`src/rtl/noc_pkg.sv`:
```
// noc_pkg: shared NoC payload type, output stage states and index-width rule
package noc_pkg;

    typedef bit [63:0] noc_data_t;

    typedef enum logic {EMPTY, FULL} stage_t;

    function automatic int noc_idx_w(input int n);
        return (n > 1) ? $clog2(n) : 1;
    endfunction

endpackage

```
`src/rtl/noc_ingress_arbiter_rr_picker.sv`:
```
// rr_picker: combinational round-robin pick of the first request at or above ptr
module rr_picker
    import noc_pkg::*;
#(
    parameter int N = 4,
    localparam int W = noc_idx_w(N)
) (
    input  logic [N-1:0] req,
    input  logic [W-1:0] ptr,
    output logic         gnt_vld,
    output logic [W-1:0] gnt_idx
);

    // scan downward so the candidate closest to ptr is written last and wins
    always_comb begin
        gnt_vld = 1'b0;
        gnt_idx = '0;
        for (int k = N - 1; k >= 0; k--) begin
            if (req[(int'(ptr) + k) % N]) begin
                gnt_vld = 1'b1;
                gnt_idx = W'((int'(ptr) + k) % N);
            end
        end
    end

endmodule

```
`src/rtl/noc_ingress_arbiter.sv`:
```
// noc_ingress_arbiter: round-robin share of one NoC ingress port among CPU channels
module noc_ingress_arbiter
    import noc_pkg::*;
#(
    parameter int CPU_NB = 4,
    localparam int IDX_W = noc_idx_w(CPU_NB)
) (
    input  logic              clk,
    input  logic              rst_n,
    input  logic              data_cpu_to_noc_vld [CPU_NB],
    output logic              data_cpu_to_noc_rdy [CPU_NB],
    input  logic [63:0]       data_cpu_to_noc     [CPU_NB],
    output logic              noc_in_vld,
    input  logic              noc_in_rdy,
    output logic [63:0]       noc_in_data,
    output logic [IDX_W-1:0]  noc_in_src,
    output logic [31:0]       grant_cnt           [CPU_NB]
);

    logic [CPU_NB-1:0] req;
    logic              gnt_vld;
    logic [IDX_W-1:0]  gnt_idx;
    logic [IDX_W-1:0]  rr_ptr;
    logic [IDX_W-1:0]  nxt_ptr;
    logic              load_ok;
    logic              accept;
    stage_t            state_q;
    noc_data_t         data_q;
    logic [IDX_W-1:0]  src_q;

    // pack the per-CPU valids into a request vector for the picker
    always_comb begin
        for (int k = 0; k < CPU_NB; k++) req[k] = data_cpu_to_noc_vld[k];
    end

    rr_picker #(.N(CPU_NB)) u_pick (
        .req     (req),
        .ptr     (rr_ptr),
        .gnt_vld (gnt_vld),
        .gnt_idx (gnt_idx)
    );

    // handshake only with the winner, only when the output slot can take a beat
    always_comb begin
        load_ok = (state_q == EMPTY) || noc_in_rdy;
        accept  = rst_n && gnt_vld && load_ok;
        nxt_ptr = (gnt_idx == IDX_W'(CPU_NB - 1)) ? '0 : gnt_idx + 1'b1;
        for (int k = 0; k < CPU_NB; k++) data_cpu_to_noc_rdy[k] = accept && (gnt_idx == IDX_W'(k));
    end

    // one-entry output stage: fill on accept, empty on drain without refill
    always_ff @(posedge clk or negedge rst_n) begin
        if (!rst_n) begin
            state_q <= EMPTY;
            data_q  <= '0;
            src_q   <= '0;
        end else if (accept) begin
            state_q <= FULL;
            data_q  <= data_cpu_to_noc[gnt_idx];
            src_q   <= gnt_idx;
        end else if (noc_in_rdy) begin
            state_q <= EMPTY;
        end
    end

    // round-robin pointer moves past the winner only on a real accept
    always_ff @(posedge clk or negedge rst_n) begin
        if (!rst_n) rr_ptr <= '0;
        else if (accept) rr_ptr <= nxt_ptr;
    end

    assign noc_in_vld  = (state_q == FULL);
    assign noc_in_data = data_q;
    assign noc_in_src  = src_q;

    for (genvar i = 0; i < CPU_NB; i++) begin : g_cnt
        logic [31:0] cnt_q;
        // free-running per-CPU accept counter, wraps naturally
        always_ff @(posedge clk or negedge rst_n) begin
            if (!rst_n) cnt_q <= '0;
            else if (data_cpu_to_noc_rdy[i]) cnt_q <= cnt_q + 32'd1;
        end
        assign grant_cnt[i] = cnt_q;
    end

endmodule

```
`config.mk`:
```
export PLATFORM = sky130hd
export DESIGN_NAME = noc_ingress_arbiter
export DESIGN_NICKNAME = d
export VERILOG_FILES = /design/src/rtl/noc_pkg.sv /design/src/rtl/noc_ingress_arbiter_rr_picker.sv /design/src/rtl/noc_ingress_arbiter.sv
export SDC_FILE = /design/constraint.sdc
export NUM_CORES = 1
export LEC_CHECK = 0
export CAP_MARGIN = 20
export CELL_PAD_IN_SITES_DETAIL_PLACEMENT = 2
export CELL_PAD_IN_SITES_GLOBAL_PLACEMENT = 2
export CORE_AREA = 2 2 198 200
export DETAILED_ROUTE_END_ITERATION = 8
export DIE_AREA = 0 0 200 202
export PLACE_DENSITY = 0.85
export REMOVE_ABC_BUFFERS = 1
export SETUP_SLACK_MARGIN = 0.2
export SYNTH_ARGS = -nofsm -noshare
export SYNTH_HDL_FRONTEND = slang
export SYNTH_HIERARCHICAL = 1
export SYNTH_SLANG_ARGS = --single-unit
```
`constraint.sdc`:
```
create_clock -name clk -period 3.55 [get_ports clk]
set_clock_uncertainty 0.15 [all_clocks]
set_input_delay 0.355 -clock clk [delete_from_list [all_inputs] [get_ports clk]]
set_output_delay 0.355 -clock clk [all_outputs]
set_load 0.02 [all_outputs]
```
==> results.rst <==
.. list-table::
   :header-rows: 1

   * - Metric
     - Value
   * - Floorplan die area
     - around 40000 sq um
   * - Leading area contributor after synthesis
     - sky130_fd_sc_hd__dfrtp_1
   * - Slew HR
     - 36.84%
   * - Post-synthesis async set-or-reset flop share
     - 100.0%
   * - HPWL after detailed placement
     - approximately 33 mm
   * - Ports
     - approximately 460
   * - Clock network latency to the later pin of the worst-skew pair
     - ~450 ps
   * - Instance count of the mapped netlist
     - ~750
   * - Die Ht
     - 202 um
   * - Multiplexer fraction of the synthesized cell area
     - between 20% and 30%
   * - Overall power consumption
     - 0.009126 W
   * - Outcome
     - completed
   * - Number of hold violations in the final report
     - 0
   * - Largest family of logic cells by synthesized area
     - multiplexers
   * - Commonest register cell after synthesis
     - sky130_fd_sc_hd__dfrtp_1
   * - Final standard cell count with taps included and fillers excluded
     - 1747
   * - Largest fanout on the critical path
     - 5
   * - Slew at the pin with the worst max-slew slack
     - 947.3 ps
   * - Xor and xnor area share after synthesis
     - between 10% and 20%
   * - Wire length of the first global-routing pass
     - about 60 mm
   * - Clock tree from TritonCTS
     - built
   * - Initial DRT Pass Iterations
     - 4
   * - Number of flops mapped to enable cells by yosys
     - 0
   * - Average wire length per cell after detail routing
     - around 24 um
   * - Post-synthesis cell area
     - roughly 10000 sq um
   * - Layout cell share with drive strength beyond 1
     - 16.04%
   * - Clock edge transition at the registers on the reported setup and hold paths
     - approximately 80 ps
   * - Initial core utilization
     - roughly a quarter
   * - Adder and majority cell fraction of the synthesized area
     - 1.013%
   * - Clock tree root driver cell
     - sky130_fd_sc_hd__clkbuf_16
   * - Critical path type
     - flip-flop to primary output
   * - Detailed Route WL
     - about 41 mm
   * - Min-delay worst type
     - input port to async pin
   * - IO Port Bufs
     - between 400 and 500
   * - Proportion of synthesized chip area in sequential cells
     - 49.87%
   * - Critical Path End Type
     - primary output
   * - Fill cell count
     - 3887
   * - Pin count of the biggest net entering global routing
     - 71
   * - PD cells
     - 576.0 nW/um^2
   * - X dimension of the die
     - 200 um
   * - Aggregate global routing overflow
     - 0
   * - Data required, critical path
     - 3040 ps
   * - Final design area excluding fillers
     - between 15000 and 20000 sq um
   * - Routability congestion estimate
     - just under 0.9
   * - Element type at the critical path start
     - flip-flop
   * - Avg Cell Area, Syn
     - around 13 sq um
   * - Post-synthesis to final-layout area growth
     - 60.28%
   * - Most numerous cell types in the synthesized netlist
     - sky130_fd_sc_hd__dfrtp_1 (197), sky130_fd_sc_hd__xnor2_1 (81), sky130_fd_sc_hd__mux2_2 (71), sky130_fd_sc_hd__mux4_2 (64), sky130_fd_sc_hd__nand2_1 (54)
   * - CTS sink count
     - 197
   * - Synthesized-area fraction occupied by ao, oa, aoi and oai cells
     - 0.3924%
   * - Number of different library cells in the post-synthesis netlist
     - 41
   * - Crit path DAT
     - 2640 ps
   * - DRC marker count from the first detailed-route iteration
     - approximately 310
   * - Synth Warn #
     - 6
   * - Met1 usage
     - a little over a fifth
   * - Vias post-DR
     - between 8000 and 9000
   * - TritonCTS buffer count
     - 17
   * - Period Utilization, post-route
     - about nine tenths
   * - DRC violations left
     - 0
   * - Number of H-tree branching levels
     - 4
   * - Number of cells in the design after placement
     - around 1700
   * - Final setup vio count
     - 0
   * - Largest buffer count on any clock path
     - 2
   * - # nets final
     - between 1000 and 1500
   * - Simple-gate area share of the yosys netlist
     - 13.16%
   * - Antenna-violating nets left
     - 0
   * - Highest achievable clock rate
     - 318.3 MHz
   * - Global router's overall resource usage
     - 20.83%
   * - Leakage
     - 6.423 nW
   * - Met3 Use GR
     - roughly 5.4%
   * - Unrepaired setup endpoints after global routing
     - no
   * - FF+latch count, synth
     - roughly 200
   * - Cell area reported after detailed placement
     - about 15000 sq um
   * - Peak-usage layer in the global routing report
     - met2
   * - Number of antenna violations at the first check in global routing
     - 4
   * - Number of vias per cell after detailed routing
     - about 4.7
   * - Minimum clock period after layout
     - between 3000 and 4000 ps
   * - Cell with the most instances after synthesis
     - sky130_fd_sc_hd__dfrtp_1
   * - Total number of placement rows
     - 72
   * - Via count of the first global-routing pass
     - 9546
   * - Worst IR Drop VDD
     - between 0.2 and 0.3 mV
   * - Max Slew Vio Count
     - 0
   * - Share of the synthesized area in the top cell type
     - 49.87%
   * - Max-cap viol count
     - 0
   * - Setup slack on the worst flop-to-flop path
     - between 400 and 500 ps
   * - Dominant cells by area after synthesis
     - sky130_fd_sc_hd__dfrtp_1 (50%), sky130_fd_sc_hd__mux4_2 (15%), sky130_fd_sc_hd__mux2_2 (8.1%)
   * - Floorplan core area
     - around 38000 sq um
   * - GR Layer Usage met2
     - between 30% and 40%
   * - Final Core Density
     - 41.39%
[metrics by stage]
stage / hold WS [ps] / worst slack, ps / setup TNS, ps
after floorplan: -90.59 / -3658 / -620980
after detailed placement: 84.20 / 115.7 / 0
final: 183.0 / 408.8 / 0
after global routing: 172.8 / 228.0 / 0
after global placement: 81.12 / 295.5 / 0
after CTS: 163.1 / 225.0 / 0
[worst max-delay path: stages (launching register included)]
cell and delay (ps):
sky130_fd_sc_hd__dfrtp_1 450, sky130_fd_sc_hd__nor3b_1 190, sky130_fd_sc_hd__a211oi_2 300, sky130_fd_sc_hd__nor2_4 80
sky130_fd_sc_hd__inv_1 80, sky130_fd_sc_hd__ha_1 230, sky130_fd_sc_hd__nand2_1 130, sky130_fd_sc_hd__inv_1 120
sky130_fd_sc_hd__clkdlybuf4s50_1 610
[cell families (layout without fill, tap and decap cells)]
group / Yosys count / after routing
buf+inv: 41 / 520
compound gates: 5 / 5
simple gates: 238 / 238
xor+xnor: 124 / 124
mux: 136 / 136
fa+ha+maj: 8 / 8
flops: 197 / 197
other cells: 0 / 1
[worst paths after layout]
| kind | startpoint | to | depth (start not counted) |
|---|---|---|---|
| worst max register to register | rr_ptr[1] | g_cnt[0].cnt_q[26] | 11 |
| worst min register to register | g_cnt[2].cnt_q[31] | g_cnt[2].cnt_q[31] | 1 |
| worst max-delay path | rr_ptr[0] | data_cpu_to_noc_rdy[2] | 8 |
| min in group clk | g_cnt[2].cnt_q[31] | g_cnt[2].cnt_q[31] | 1 |
| max in group asynchronous | rst_n | g_cnt[3].cnt_q[3] | 4 |
| worst min-delay path | rst_n | g_cnt[0].cnt_q[14] | 2 |
[cells in the final DEF, fill, tap and decap left out, types with 3 or more instances in the layout]
master / n
sky130_fd_sc_hd__mux2_2: 71
sky130_fd_sc_hd__and3_1: 21
sky130_fd_sc_hd__xor2_1: 43
sky130_fd_sc_hd__nor2_1: 32
sky130_fd_sc_hd__buf_4: 13
sky130_fd_sc_hd__xnor2_1: 81
sky130_fd_sc_hd__dfrtp_1: 197
sky130_fd_sc_hd__and2_1: 6
sky130_fd_sc_hd__nand2_1: 54
sky130_fd_sc_hd__nand4_1: 31
sky130_fd_sc_hd__and4_1: 10
sky130_fd_sc_hd__nor3_1: 19
sky130_fd_sc_hd__inv_1: 11
sky130_fd_sc_hd__clkinvlp_4: 3
sky130_fd_sc_hd__inv_6: 3
sky130_fd_sc_hd__clkdlybuf4s50_1: 458
sky130_fd_sc_hd__bufinv_16: 5
sky130_fd_sc_hd__mux4_2: 64
sky130_fd_sc_hd__nand3_1: 39
sky130_fd_sc_hd__clkbuf_16: 17
sky130_fd_sc_hd__nor4_1: 3
sky130_fd_sc_hd__ha_1: 7
[metal layers]
metal / vias up / part of all wire, %
li1: 3658 / -
met1: 4269 / 36
met2: 298 / 54
met3: 66 / 6.0
met4: 2 / 4.3
met5: - / 0.022
[sequential cells by signal (all words and copies together), names as in the netlist]
signal / flops
g_cnt.cnt_q: 128
noc_in_data: 64
noc_in_src: 2
rr_ptr: 2
noc_in_vld: 1
[timing repair]
item                       4_1_cts  5_1_grt
hold endpoints to repair        18        0
buffers inserted                 0        2
setup endpoints to repair        2        3
hold buffers                     1        0
pin swaps                        0        1
gates resized for setup          2        2
[final cells by class]
cell class | count | area, sq um | area share [%]
Sequential cell | 197 | 4930 | 31.11
Multi-Input combinational cell | 511 | 4807 | 30.34
Timing Repair Buffer | 477 | 4767 | 30.09
Tap cell | 518 | 648.1 | 4.090
Clock buffer | 18 | 429.2 | 2.708
Clock inverter | 14 | 220.2 | 1.390
Inverter | 11 | 41.29 | 0.2606
Antenna cell | 1 | 2.502 | 0.01579
[report_power, final]
part	internal (W)	switching (W)	leakage [nW]
registers	0.00273	0.000389	2.54
logic	0.00199	0.00182	3.57
clock network	0.00126	0.000945	0.309
total	0.00597	0.00315	6.42
No activity file was read; power rests on OpenSTA's default activity.
